**src/rtl/cache_pkg.sv**
```systemverilog
// cache_pkg: line geometry constants and line-transfer FSM encoding
package cache_pkg;
   localparam int ADDR_W     = 32;
   localparam int WORD_W     = 8;
   localparam int LINE_WORDS = 8;
   localparam int OFFSET_W   = $clog2(LINE_WORDS);
   localparam int LINE_W     = WORD_W * LINE_WORDS;
   typedef enum logic [1:0] {IDLE, WB, FILL, RESP} state_t;
endpackage

```
**src/rtl/line_fill_engine.sv**
```systemverilog
// line_fill_engine: serialises victim writeback and line refill into byte-wide memory accesses
module line_fill_engine
   import cache_pkg::*;
(
   input  logic              clk,
   input  logic              rst,
   input  logic              req_valid,
   output logic              req_ready,
   input  logic              req_wb,
   input  logic [ADDR_W-1:0] req_wb_addr,
   input  logic [LINE_W-1:0] req_wb_line,
   input  logic [ADDR_W-1:0] req_fill_addr,
   output logic              resp_valid,
   input  logic              resp_ready,
   output logic [LINE_W-1:0] resp_line,
   output logic              busy,
   output logic [ADDR_W-1:0] mem_addr,
   output logic [WORD_W-1:0] mem_wdata,
   output logic              mem_we,
   input  logic [WORD_W-1:0] mem_rdata
);
   localparam logic [ADDR_W-1:0] OFF_MASK = ADDR_W'(LINE_WORDS - 1);
   state_t              state_q, state_d;
   logic [OFFSET_W-1:0] cnt_q, cnt_d;
   logic [ADDR_W-1:0]   wb_base_q, fill_base_q;
   logic [LINE_W-1:0]   wb_line_q, resp_line_q;
   logic                accept, last;
   assign accept = req_valid && (state_q == IDLE);
   assign last   = &cnt_q;
   // state register
   always_ff @(posedge clk or posedge rst) begin
      if (rst) state_q <= IDLE;
      else     state_q <= state_d;
   end
   // next state and byte counter; counter wraps naturally at the end of each phase
   always_comb begin
      state_d = state_q;
      cnt_d   = (state_q == WB || state_q == FILL) ? cnt_q + OFFSET_W'(1) : '0;
      case (state_q)
         IDLE:    if (req_valid) state_d = req_wb ? WB : FILL;
         WB:      if (last) state_d = FILL;
         FILL:    if (last) state_d = RESP;
         default: if (resp_ready) state_d = IDLE;
      endcase
   end
   // outputs decoded from state; RESP keeps pointing at the last fill byte
   always_comb begin
      req_ready  = (state_q == IDLE);
      busy       = (state_q != IDLE);
      resp_valid = (state_q == RESP);
      mem_we     = (state_q == WB);
      mem_addr   = (state_q == WB)   ? wb_base_q | ADDR_W'(cnt_q) :
                   (state_q == FILL) ? fill_base_q | ADDR_W'(cnt_q) :
                   (state_q == RESP) ? fill_base_q | OFF_MASK : '0;
      mem_wdata  = (state_q == WB) ? wb_line_q[WORD_W*cnt_q +: WORD_W] : '0;
      resp_line  = resp_line_q;
   end
   // request capture on acceptance only, and byte-wise fill reassembly
   always_ff @(posedge clk or posedge rst) begin
      if (rst) begin
         cnt_q       <= '0;
         wb_base_q   <= '0;
         fill_base_q <= '0;
         wb_line_q   <= '0;
         resp_line_q <= '0;
      end else begin
         cnt_q <= cnt_d;
         if (accept) begin
            fill_base_q <= req_fill_addr & ~OFF_MASK;
            if (req_wb) begin
               wb_base_q <= req_wb_addr & ~OFF_MASK;
               wb_line_q <= req_wb_line;
            end
         end
         if (state_q == FILL) resp_line_q[WORD_W*cnt_q +: WORD_W] <= mem_rdata;
      end
   end
endmodule
```
**config.mk**
```make
export PLATFORM = sky130hd
export DESIGN_NAME = line_fill_engine
export DESIGN_NICKNAME = d
export VERILOG_FILES = /design/src/rtl/cache_pkg.sv /design/src/rtl/line_fill_engine.sv
export SDC_FILE = /design/constraint.sdc
export NUM_CORES = 1
export LEC_CHECK = 0
export CORE_MARGIN = 1.5
export CORE_UTILIZATION = 51
export DETAILED_ROUTE_END_ITERATION = 8
export HOLD_SLACK_MARGIN = 0.12
export PLACE_DENSITY_LB_ADDON = 0.08
export SLEW_MARGIN = 20
export SYNTH_ARGS = -nofsm -noshare
export SYNTH_HDL_FRONTEND = slang
export SYNTH_SLANG_ARGS = --single-unit
export TNS_END_PERCENT = 1
```
**constraint.sdc**
```tcl
create_clock -name clk -period 10.6 [get_ports clk]
set_input_delay 2.12 -clock clk [delete_from_list [all_inputs] [get_ports clk]]
set_output_delay 2.12 -clock clk [all_outputs]
set_load 0.01 [all_outputs]
```
Yosys cells after proc, flatten, opt, wreduce, memory -nomap -nowiden
Cells that the tools add are included.

Register bits: 191. Output and inout bits: 108. Logic and storage cells: 39.

Add/subtract/negate cells: 2. Equality and inequality tests: 6. Shift operators: 3. Muxes and demuxes: 12. Bitwise logic cells: 2. Reduce and logical (&&, ||, !) cells: 8.

Operators by type and width (number): $mux W32 (3); $bwmux W64 (1); $or A32 B3 Y32 (2); $shift A8 B34 Y64 const A (1); $shiftx A64 B7 Y8 (1); $shiftx A8 B34 Y64 (1); $neg A6 Y34 (1); $mux W2 (5); $mux W8 (1); $pmux W2 S3 (1); $eq A2 B2 Y1 const B (2); $ne A2 B2 Y1 const B (2); $reduce_and A4 Y1 (1); $reduce_bool A4 Y1 (1); $add A3 B1 Y3 const B (1); $mux W3 (1); $reduce_and A3 Y1 (1); $eq A2 B1 Y1 const B (1); $logic_not A2 Y1 (1); $ne A2 B1 Y1 const B (1); $reduce_and A2 Y1 (1); $reduce_bool A2 Y1 (1); $logic_and A1 B1 Y1 (1); $logic_or A1 B1 Y1 (1).

Depth between registers and ports, before layout
Gate-level depths: netlist (run 1).

Word-level depth: 4. Depth in mapped cells: 9.

Worst setup path before layout (run 1)
Ideal clock, no wire load.

Path kind: flip-flop to output port. Start point: register state_q[0]. End point: output port mem_addr[21]. Data arrival time: 1656 ps. Data required time: 8480 ps. Slack: 6824 ps. Stages on the path, launching flop included: 8. Cell sequence: dfrtp_1 -> inv_1 -> ha_1 -> nor2_1 -> nor2_1 -> clkbuf_1 -> buf_1 -> a22o_1.

Word-level cells in the longest chain between the ends: 4.

Ends and longest elaborated chain: from (decl) (RTL line line_fill_engine.sv:23) `state_t state_q, state_d;`; from (signal assigned) (RTL line line_fill_engine.sv:33) `else state_q <= state_d;`; $eq A2 B2 Y1 (RTL line line_fill_engine.sv:54) `(state_q == RESP) ? fill_base_q | OFF_MASK : '0;`; $mux W32 (RTL line line_fill_engine.sv:54); $mux W32 (RTL line line_fill_engine.sv:53) `(state_q == FILL) ? fill_base_q | ADDR_W'(cnt_q) :`; $mux W32 * (RTL line line_fill_engine.sv:52) `mem_addr = (state_q == WB) ? wb_base_q | ADDR_W'(cnt_q) :`; to (decl) (RTL line line_fill_engine.sv:17) `output logic [ADDR_W-1:0] mem_addr,`.

Every way passes the cells marked *; elsewhere a longest branch is shown, timed or not.

Worst setup path in the final report (run 1)
Start point: register state_q[1]. End point: output port mem_addr[30].

Same word-level chain as after synthesis.

==> impl_metrics.json, run 1 <==
{
  "status": "complete, no violations",
  "grt_max_degree": 121,
  "netlist_instances": 581,
  "hold_buffers": 0,
  "fin_skew_ns": 0.00625,
  "hold_ws_ns": 0.503,
  "yosysSeqAreaShare": 0.569,
  "p_switching_w": 0.00114,
  "track_usage": 0.243,
  "dieArea_um2": 17300,
  "worstMarginPinSlew_ns": 0.995,
  "cts-root-buf": "clkbuf_16",
  "synth_area_um2": 8410,
  "slew_headroom": 0.337,
  "first_pass_iters": 4,
  "syn_area_per_cell_um2": 14.5,
  "synth.distinct_cells": 33,
  "power_frac_seq": 0.367,
  "critPathCaptureType": "output pin",
  "drt_iter0_markers": 197,
  "dr_wl_met2_mm": 9.76,
  "postCtsSetupBuffers": 0,
  "synthTopCellsByArea": "dfrtp_1 (57%), mux2_2 (23%), mux4_2 (4.3%)",
  "via_count": 5581,
  "drc": 0,
  "cts_made_buffers": 17,
  "wire_per_inst_um": 19.3,
  "synth_area_leader_cell": "dfrtp_1",
  "final_common_cell": "clkdlybuf4s50_1",
  "area_growth_syn_to_layout_pct": 38.3,
  "fmax_mhz": 190,
  "synth_top_area_frac": 0.569,
  "syn_nets": 734,
  "required_ns": 8.48,
  "ir_drop_uv": 173,
  "cts_htree_levels": 4,
  "grt_overflow": 0,
  "path_max_fanout": 29,
  "wl_met1_mm": 8.40,
  "cts_tree": "done",
  "fin_tns_setup_ns": 0,
  "vias_per_cell": 5.34,
  "cap_violations": 0,
  "place.gp.congestion": 0.804,
  "intPower_w": 0.00243,
  "design.core.area_um2": 16000,
  "synth-seq-cells": 191,
  "min_path_type": "register to register",
  "clkSinkCount": 191,
  "pwr-share-clk": 0.178,
  "layout_common_cells": "clkdlybuf4s50_1 (242), dfrtp_1 (191), mux2_2 (170), nor2_1 (34), a22o_1 (29)",
  "die_h_um": 131,
  "rrSetupSlack_ns": 7.57,
  "antenna_found_initial": 1,
  "powerDensity_nw_per_um2": 307,
  "row_count": 46,
  "initial_core_util": 0.525,
  "synth_edf_count": 0,
  "timing.final.crit_share": 0.497,
  "worstSetupPathType": "register to output pin",
  "path_clk_slew_ns": 0.06,
  "arrival_ns": 3.15,
  "synth-main-ff-cell": "dfrtp_1",
  "clock_latency_ns": 0.43,
  "swShare": 0.318,
  "cts.repair.resized": 0,
  "period_needed_ns": 5.27,
  "dr_wl_met3_mm": 1.39,
  "combPwrFrac": 0.455,
  "hold_violations": 0,
  "cts_buffer_depth": 2,
  "finalSetupViolCount": 0,
  "pin_count": 249,
  "totalWireLength_mm": 20.2,
  "die_x_um": 131,
  "highest_layer": "met4",
  "start_kind": "register",
  "grt_pass1_wl_mm": 32.6,
  "nets": 972,
  "port_buffers": 242,
  "ant_nets": 0,
  "yosysWarnings": 0,
  "drive_gt1_frac": 0.283,
  "rsz0062_at_grt": "no",
  "place_hpwl_mm": 14.4,
  "final_max_slew_viol_count": 0,
  "power.leakage_nw": 5.02,
  "async_flop_share": 1.00,
  "grt_pass1_vias": 6059
}
-- synthesized netlist by cell type, types with 3 or more instances --
cell	n
inv_1	14
nor2_1	35
mux4_2	16
clkbuf_1	12
nor2b_1	3
buf_2	10
nand2b_1	10
a22o_1	29
ha_1	12
and2_1	3
mux2_2	170
nand2_1	24
a21boi_0	8
o21ai_0	3
nand3_2	3
mux2_4	8
mux2i_1	9
dfrtp_1	191
buf_1	5
-- layout make-up --
cell class                 count  area [um2]
timing repair buffer         249        2490
sequential                   191        4780
inverter                      15        63.8
clock buffer                  22         464
multi-input combinational    345        3440
fill                        1105        4380
tap                          216         270
antenna                        1        2.50
clock inverter                 7         113
-- registers in the layout, summed over array words and instances (netlist names) --
signal,cells
fill_base_q,29
resp_line,64
cnt_q,3
state_q,2
wb_base_q,29
wb_line_q,64
-- final timing paths --
kind,to,start,cells after the start
max in group asynchronous,wb_line_q[60],rst,3
worst min register to register,resp_line[23],resp_line[23],1
worst max-delay path,mem_addr[30],state_q[1],7
worst max register to register,resp_line[55],cnt_q[1],6
worst min-delay path,resp_line[23],resp_line[23],1
min in group asynchronous,resp_line[61],rst,2
-- cells by family (layout without fill, tap and decap cells) --
| group | count (synthesis) | in the layout | synth area share |
|---|---|---|---|
| flops | 191 | 191 | 0.569 |
| compound gates | 48 | 48 | 0.0469 |
| other cells | 0 | 1 | 0 |
| fa+ha+maj | 12 | 12 | 0.0179 |
| simple gates | 82 | 82 | 0.0473 |
| mux | 203 | 203 | 0.296 |
| buf+inv | 45 | 293 | 0.0238 |
-- worst max-delay path: stages, from the launching register on --
cell and delay [ns]:
dfrtp_1 0.43, inv_1 0.15, ha_1 0.69, buf_4 0.40, nor2_2 0.06, buf_4 0.25, a22o_1 0.22, clkdlybuf4s50_1 0.52
-- per-layer routing --
| metal | vias to the layer above | global-route usage |
|---|---|---|
| met5 | - | 0 |
| met4 | 0 | 0.106 |
| met3 | 38 | 0.0725 |
| met2 | 187 | 0.400 |
| met1 | 2812 | 0.298 |
| li1 | 2544 | - |
-- stage by stage --
stage | cells | instance area (um2) | power (W) | util | setup slack [ns]
final | 1046 | 11600 | 0.00357 | 0.727 | 5.33
after global routing | 1046 | 11600 | 0.00377 | 0.727 | 5.15
after CTS | 1044 | 11600 | 0.00359 | 0.725 | 5.32
after detailed placement | 1015 | 11000 | 0.00294 | 0.689 | 5.80
after global placement | 1015 | 11000 | 0.00287 | 0.689 | 5.81
after floorplan | 581 | 8410 | 0.00220 | - | 3.28
-- power groups by stage --
| stage | Clock (W) | Combinational, W | Sequential [W] |
|---|---|---|---|
| after floorplan | 0 | 0.000900 | 0.00130 |
| after global placement | 0 | 0.00158 | 0.00129 |
| after detailed placement | 0 | 0.00163 | 0.00132 |
| after CTS | 0.000647 | 0.00164 | 0.00131 |
| after global routing | 0.000676 | 0.00174 | 0.00136 |
| final | 0.000636 | 0.00162 | 0.00131 |
(Power assumes the default switching activity.)
==> inputs of run 2 (changes only) <==
Settings changed: CORE_UTILIZATION 51 to 48.
Clock period 10.6 ns to 5.49 ns, I/O delays scaled along.
==> impl_metrics.json, run 2 (synthesis results as in run 1) <==
{
  "cts.repair.resized": 0,
  "finalSetupViolCount": 0,
  "nets": 972,
  "grt_pass1_vias": 6003,
  "cts_htree_levels": 4,
  "holdPathStages": 1,
  "rsz0062_at_grt": "no",
  "min_to": "wb_line_q[46]",
  "ant_nets": 0,
  "track_usage": 0.226,
  "status": "complete, no violations",
  "rr_worst_depth": 6,
  "cap_violations": 0,
  "drt_iter0_markers": 171,
  "max_stage_delay_ns": 0.95,
  "drive_gt1_frac": 0.287,
  "totalWireLength_mm": 19.9,
  "clkSinkCount": 191,
  "port_buffers": 242,
  "power.leakage_nw": 5.00,
  "clock_latency_ns": 0.43,
  "wire_per_inst_um": 18.9,
  "path_max_fanout": 21,
  "crit_chain": "mux4_2, nand2_1, a21boi_0, clkdlybuf4s50_1",
  "die_h_um": 135,
  "fillers": 1267,
  "place_hpwl_mm": 14.2,
  "ir_drop_uv": 274,
  "hold_violations": 0,
  "first_pass_iters": 4,
  "fin_cells": 1056,
  "dieArea_um2": 18300,
  "via_count": 5607,
  "cts-root-buf": "clkbuf_16",
  "antenna_found_initial": 1,
  "worstMarginPinSlew_ns": 1.07,
  "cts_tree": "done",
  "rr_endpoint": "resp_line[63]",
  "final_max_slew_viol_count": 0,
  "cts_buffer_depth": 2,
  "period_needed_ns": 3.75,
  "critPathCaptureType": "output pin",
  "vias_per_cell": 5.31,
  "dpl.cell_count": 1024,
  "required_ns": 4.39,
  "initial_core_util": 0.489,
  "timing.rr.start": "cnt_q[1]",
  "postCtsSetupBuffers": 0,
  "multi_input_area_um2": 3440,
  "hold_start": "wb_line_q[46]",
  "fin_tns_setup_ns": 0,
  "worstSetupPathType": "register to output pin",
  "hold_ws_ns": 0.504,
  "cts_made_buffers": 17,
  "arrival_ns": 2.65,
  "place.gp.congestion": 0.790,
  "regArea_um2": 4780,
  "grt_pass1_wl_mm": 31.5,
  "slew_headroom": 0.285,
  "fin_skew_ns": 0.0117,
  "fmax_mhz": 267,
  "grt_max_degree": 192,
  "pin_count": 249,
  "critPathSlowestCell": "dfrtp_1",
  "grt_overflow": 0,
  "die_x_um": 135,
  "path_clk_slew_ns": 0.06,
  "design.core.area_um2": 17200,
  "start_kind": "register",
  "dp_slack_ns": 2.01,
  "min_path_type": "register to register",
  "final_common_cell": "clkdlybuf4s50_1",
  "area_growth_syn_to_layout_pct": 38.4,
  "drc": 0,
  "row_count": 48,
  "powerDensity_nw_per_um2": 587,
  "layout_common_cells": "clkdlybuf4s50_1 (242), dfrtp_1 (191), mux2_2 (170), nor2_1 (34), a22o_1 (29)",
  "hold_buffers": 0,
  "timing.final.crit_share": 0.683,
  "rrSetupSlack_ns": 2.55,
  "fin_ws_ns": 1.74
}
[run 2: cell count changes in the layout (fill, tap and decap cells not counted), sizes merged]
cell,change
bufinv,-1
clkbuf,-2
clkinvlp,+4
[run 2: stage by stage]
stage | total power [W] | utilization | instance area, um2
final | 0.00684 | 0.678 | 11600
after detailed placement | 0.00568 | 0.643 | 11000
after global placement | 0.00555 | 0.643 | 11000
after CTS | 0.00690 | 0.676 | 11600
after floorplan | 0.00425 | - | 8410
after global routing | 0.00725 | 0.678 | 11600
[run 2: critical path: cells and delay by family, from the launching register on]
kind,cells,cell delay (ns)
buf+inv,1,0.59
flops,1,0.95
mux,1,0.36
simple gates,1,0.06
compound gates,1,0.25
[run 2: area by class of cell]
| cell class | count | area share |
|---|---|---|
| Antenna cell | 1 | 0.000215 |
| Tap cell | 225 | 0.0242 |
| Sequential cell | 191 | 0.411 |
| Clock buffer | 20 | 0.0392 |
| Clock inverter | 10 | 0.00978 |
| Timing Repair Buffer | 249 | 0.215 |
| Inverter | 15 | 0.00516 |
| Multi-Input combinational cell | 345 | 0.295 |
[run 2: metal layers]
metal  part of all wire  wire length, um  track usage
met1               0.40             7950        0.276
met4              0.017              334       0.0783
met5                  0                0            0
met3              0.081             1620       0.0730
met2               0.50            10000        0.377
[run 2: how the worst max path moves through the flow]
stage               startpoint            end  slack [ns]  depth (start not counted)
finish                cnt_q[1]   mem_wdata[6]        1.74                          4
global route          cnt_q[1]   mem_wdata[6]        1.60                          4
CTS                   cnt_q[1]   mem_wdata[5]        1.69                          4
detailed placement      req_wb  wb_line_q[11]        2.01                          5
global placement        req_wb  wb_line_q[16]        2.11                          5
floorplan                  rst       cnt_q[0]        1.93                          1
[run 2: power breakdown]
group | switching [W] | internal (W) | total (W)
sequential | 0.000399 | 0.00211 | 0.00251
clock | 0.000514 | 0.000689 | 0.00120
combinational | 0.00127 | 0.00185 | 0.00312
==> edit 1, RTL diff (config.mk and constraints of run 2) <==
`WORD_W`: 8 -> 12.
--- a/src/rtl/cache_pkg.sv
+++ b/src/rtl/cache_pkg.sv
@@ -2,5 +2,5 @@
 package cache_pkg;
    localparam int ADDR_W     = 32;
-   localparam int WORD_W     = 8;
+   localparam int WORD_W     = 12;
    localparam int LINE_WORDS = 8;
    localparam int OFFSET_W   = $clog2(LINE_WORDS);
Ports: changed (resized mem_rdata, mem_wdata, req_wb_line and resp_line); port bits go from 249 to 321. The function was not compared with the original's and may differ.
==> edit 1 against run 2 <==
Clock power grew 68%. Die area increased by 42%. Worst setup slack got worse by 0.76 ns. Power is 40% higher. Final cell count up 47%. Sequential cell count grew 64. Synthesized cell count rose by 56%. Routed wire length up 58%. First-iteration DRC count grew to 3.0 times the old value. Critical path depth grew 6. Via count grew 54%. Design area increased by 42%. Area after synthesis is 43% higher. Clock skew shrank 0.0034 ns. Largest cell class unchanged. Highest routed layer unchanged.
==> edit 1: results <==
{
  "place_area_um2": 15510,
  "r2r_slack_ns": 0.99,
  "crit_arrival_ns": 4.93,
  "outcome": "finished, final reports clean",
  "vdd_drop_max_mv": 0.3928,
  "numPortBuffers": 314,
  "synth_compound_area_share_pct": 7.433,
  "fillers": 1846,
  "clockBufferDepth": 3,
  "totalWireLength_um": 31420,
  "drt_iter0_drc": 513,
  "path_delay_family": "simple AND/OR/NAND/NOR gates",
  "first_pass_iters": 5,
  "gp_congestion": 0.9065,
  "grt_pass1_wl_um": 48870,
  "skew_ns": 0.008383,
  "grt_usage_pct": 23.94,
  "max_stage_delay_ns": 0.67,
  "synth_nets": 1097,
  "hpwl_um": 22190,
  "regToRegEndpoint": "resp_line[6]",
  "worstMarginPinSlew_ns": 0.9452,
  "cts_buffers": 28,
  "synth_xor_area_share_pct": 0.6955,
  "netlist_top_cells_count": "dfrtp_1 (255), mux2_2 (244), clkbuf_1 (43)",
  "p_int_mw": 6.209
}
[edit 1: changes by cell type after synthesis, sizes merged, moves of 10 or more]
cell    change
clkbuf     +33
nand3      +20
mux2i      +10
nor2b      +13
o21ai      +26
nand2      +15
mux2       +66
o22ai      +11
dfrtp      +64
[edit 1: tightest hold or removal path: cells and delay by family, from the launching register on]
family | cells | cell delay (ns)
DFF | 1 | 0.34
AOI/OAI and AO/OA | 1 | 0.05
and+or+nand+nor | 1 | 0.05
[edit 1: logic make-up (layout without fill, tap and decap cells)]
group | count (synthesis) | after routing
simple gates | 154 | 154
mux | 287 | 287
compound gates | 122 | 122
buf+inv | 69 | 392
other cells | 0 | 1
flops | 255 | 255
xor+xnor | 7 | 7
fa+ha+maj | 13 | 13
[edit 1: layer usage]
layer	wire [um]	share of wire, %	global-route usage, %	up-vias
met5	0	0	0	-
met1	12700	40	30.25	4303
met4	552	1.8	5.976	0
li1	-	-	-	3929
met2	15750	50	41.16	337
met3	2406	7.7	6.009	43
[edit 1: power by group through the flow]
stage	registers [mW]	logic, mW	clock network (mW)
2_1_floorplan	3.08	2.76	0
3_3_place_gp	3.07	4.41	0
3_5_place_dp	3.10	4.48	0
4_1_cts	3.08	4.51	2.06
5_1_grt	3.18	4.82	2.15
6_report	3.07	4.50	2.02
[edit 1: area by class of cell]
type,count,area (um2),share of cell area [%]
Antenna cell,1,2.502,0.01512
Clock buffer,42,854.6,5.163
Clock inverter,10,153.9,0.9297
Inverter,11,45.04,0.2721
Multi-Input combinational cell,583,5409,32.68
Sequential cell,255,6382,38.56
Tap cell,324,405.4,2.449
Timing Repair Buffer,329,3301,19.94
[edit 1: how the worst max path moves through the flow]
stage,from,to,slack (ns),cells after the start
finish,cnt_q[0],resp_line[6],0.99,10
detailed placement,cnt_q[0],resp_line[6],1.04,10
global placement,cnt_q[0],resp_line[7],1.12,10
global route,cnt_q[0],resp_line[6],0.63,10
floorplan,rst,cnt_q[0],1.03,1
CTS,cnt_q[0],resp_line[6],1.00,10
[edit 1: stage by stage]
| stage | instances | utilization (%) | power [mW] | worst slack [ns] |
|---|---|---|---|---|
| after floorplan | 907 | - | 5.841 | 1.034 |
| after global placement | 1501 | 63.42 | 7.481 | 1.122 |
| after detailed placement | 1501 | 63.42 | 7.580 | 1.041 |
| after CTS | 1553 | 67.55 | 9.639 | 1.004 |
| after global routing | 1555 | 67.67 | 10.14 | 0.6312 |
| final | 1555 | 67.67 | 9.593 | 0.9856 |
==> edit 2, RTL diff (flow settings as in run 2) <==
Made on the original files. The 4 states of `state_t` get a Gray code encoding in 2 bits.
--- a/src/rtl/cache_pkg.sv
+++ b/src/rtl/cache_pkg.sv
@@ -6,5 +6,5 @@
    localparam int OFFSET_W   = $clog2(LINE_WORDS);
    localparam int LINE_W     = WORD_W * LINE_WORDS;
-   typedef enum logic [1:0] {IDLE, WB, FILL, RESP} state_t;
+   typedef enum logic [1:0] {IDLE = 2'b00, WB = 2'b01, FILL = 2'b11, RESP = 2'b10} state_t;
 endpackage
 
Function: no difference found for any inputs over 4 cycles, from zero or initial values and one cycle with rst high; so few cycles prove little.
==> edit 2 against run 2 <==
Design area shrank 0.27%. Power fell by 6.0%. Count of clock-buffer cells in the layout rose by 1. Global-route usage fell by 0.084 points. Sequential cell count unchanged. Hold slack worse by 0.018 ns. Area after synthesis is 0.71% higher. Worst setup slack got worse by 0.38 ns. Routed wire length up 1.3%. Critical path depth did not move. Sequential power down 2%. Critical endpoint unchanged. Largest cell class unchanged.
==> edit 2: results <==
{
  "path_clk_slew_ns": 0.07,
  "regToRegEndpoint": "resp_line[15]",
  "gp_congestion": 0.7857,
  "totalWireLength_um": 20180,
  "first_pass_iters": 4,
  "nets": 976,
  "viasPerCell": 5.307,
  "p_leak_nw": 5.114,
  "skew_ns": 0.009862,
  "crit_fanout": 27,
  "crit_start": "state_q[0]",
  "drt_iter0_drc": 186,
  "antenna_cells": 0,
  "timing.rr.start": "cnt_q[0]",
  "reg2reg_depth": 6,
  "outcome": "finished, final reports clean",
  "yosysSeqAreaShare_pct": 56.45,
  "grt_usage_pct": 22.47,
  "hold_path_class": "flop to flop",
  "hold_start": "wb_line_q[28]",
  "synth_ff_type": "dfrtp_1",
  "synth_cell_types": 34,
  "worstMarginPinSlew_ns": 0.8931,
  "holdWs_ns": 0.4863,
  "grt_pass1_wl_um": 31540,
  "antenna_found_initial": 0,
  "synthMuxAreaShare_pct": 28.40,
  "synth_compound_area_share_pct": 4.950,
  "min_to": "wb_line_q[28]",
  "r2r_slack_ns": 2.42,
  "netlist_top_cells_count": "dfrtp_1 (191), mux2_2 (107), mux2_1 (71)",
  "synth_adder_area_share_pct": 1.034,
  "synth_area_leaders": "dfrtp_1 (56%), mux2_2 (14%), mux2_1 (9.4%)",
  "fillers": 1232,
  "grt_max_degree": 83,
  "synth_nets": 738,
  "grt_pass1_vias": 5931,
  "hpwl_um": 14660,
  "drive_above_1_share_pct": 19.29
}
==> edit 2: cell count changes after synthesis, moves of 12 or more <==
cell / change
mux2_2: -63
and3_1: +16
and2_1: +17
nand2_1: -12
mux2_1: +71
a22oi_1: +16
nor2_1: -31
mux2i_1: +31
mux4_2: -16
==> edit 2: per-stage QoR <==
step,setup WS (ns),cell area (um2),instances
after global routing,1.135,11610,1065
after global placement,1.659,11070,1034
final,1.365,11610,1065
after floorplan,1.930,8471,590
after detailed placement,1.585,11070,1034
after CTS,1.317,11600,1065
==> edit 2: layer usage <==
| layer | up-vias | wire length (um) | global-route usage (%) |
|---|---|---|---|
| met1 | 2883 | 8319 | 28.35 |
| met4 | 0 | 297 | 6.930 |
| met3 | 18 | 1186 | 5.779 |
| met5 | - | 0 | 0 |
| li1 | 2586 | - | - |
| met2 | 165 | 10370 | 37.99 |
==> edit 2: worst max-delay path by stage <==
stage / slack, ns / cells after the start / end
after detailed placement: 1.58 / 6 / wb_line_q[33]
after CTS: 1.32 / 4 / mem_wdata[5]
after global placement: 1.66 / 6 / wb_line_q[32]
after global routing: 1.13 / 4 / mem_addr[28]
after floorplan: 1.93 / 1 / cnt_q[0]
final: 1.36 / 4 / mem_wdata[6]
==> edit 2: power breakdown <==
| group | total (mW) | internal [mW] | switching, mW |
|---|---|---|---|
| clock network | 1.15 | 0.633 | 0.516 |
| logic | 2.80 | 1.61 | 1.19 |
| registers | 2.47 | 2.05 | 0.426 |
| total | 6.42 | 4.29 | 2.13 |
==> edit 2: cell type report <==
cell class / count / area (um2) / area share [%]
clock inverters: 10 / 87.58 / 0.7546
multi-input cells: 350 / 3446 / 29.69
well taps: 225 / 281.5 / 2.425
inverters: 17 / 67.56 / 0.5821
clock buffers: 21 / 450.4 / 3.881
flip-flops and latches: 191 / 4781 / 41.19
repair buffers: 251 / 2494 / 21.48
==> edit 2: critical path: stages (launching register included) <==
cell	delay, ns
dfrtp_1	0.75
nor2b_2	0.64
buf_4	0.44
and3_1	0.21
clkdlybuf4s50_1	0.57
==> edit 2: kinds of logic after synthesis <==
| family | count (synthesis) |
|---|---|
| muxes | 218 |
| buffers and inverters | 49 |
| AOI/OAI and AO/OA | 50 |
| adders and majority gates | 7 |
| and+or+nand+nor | 75 |
| DFF | 191 |
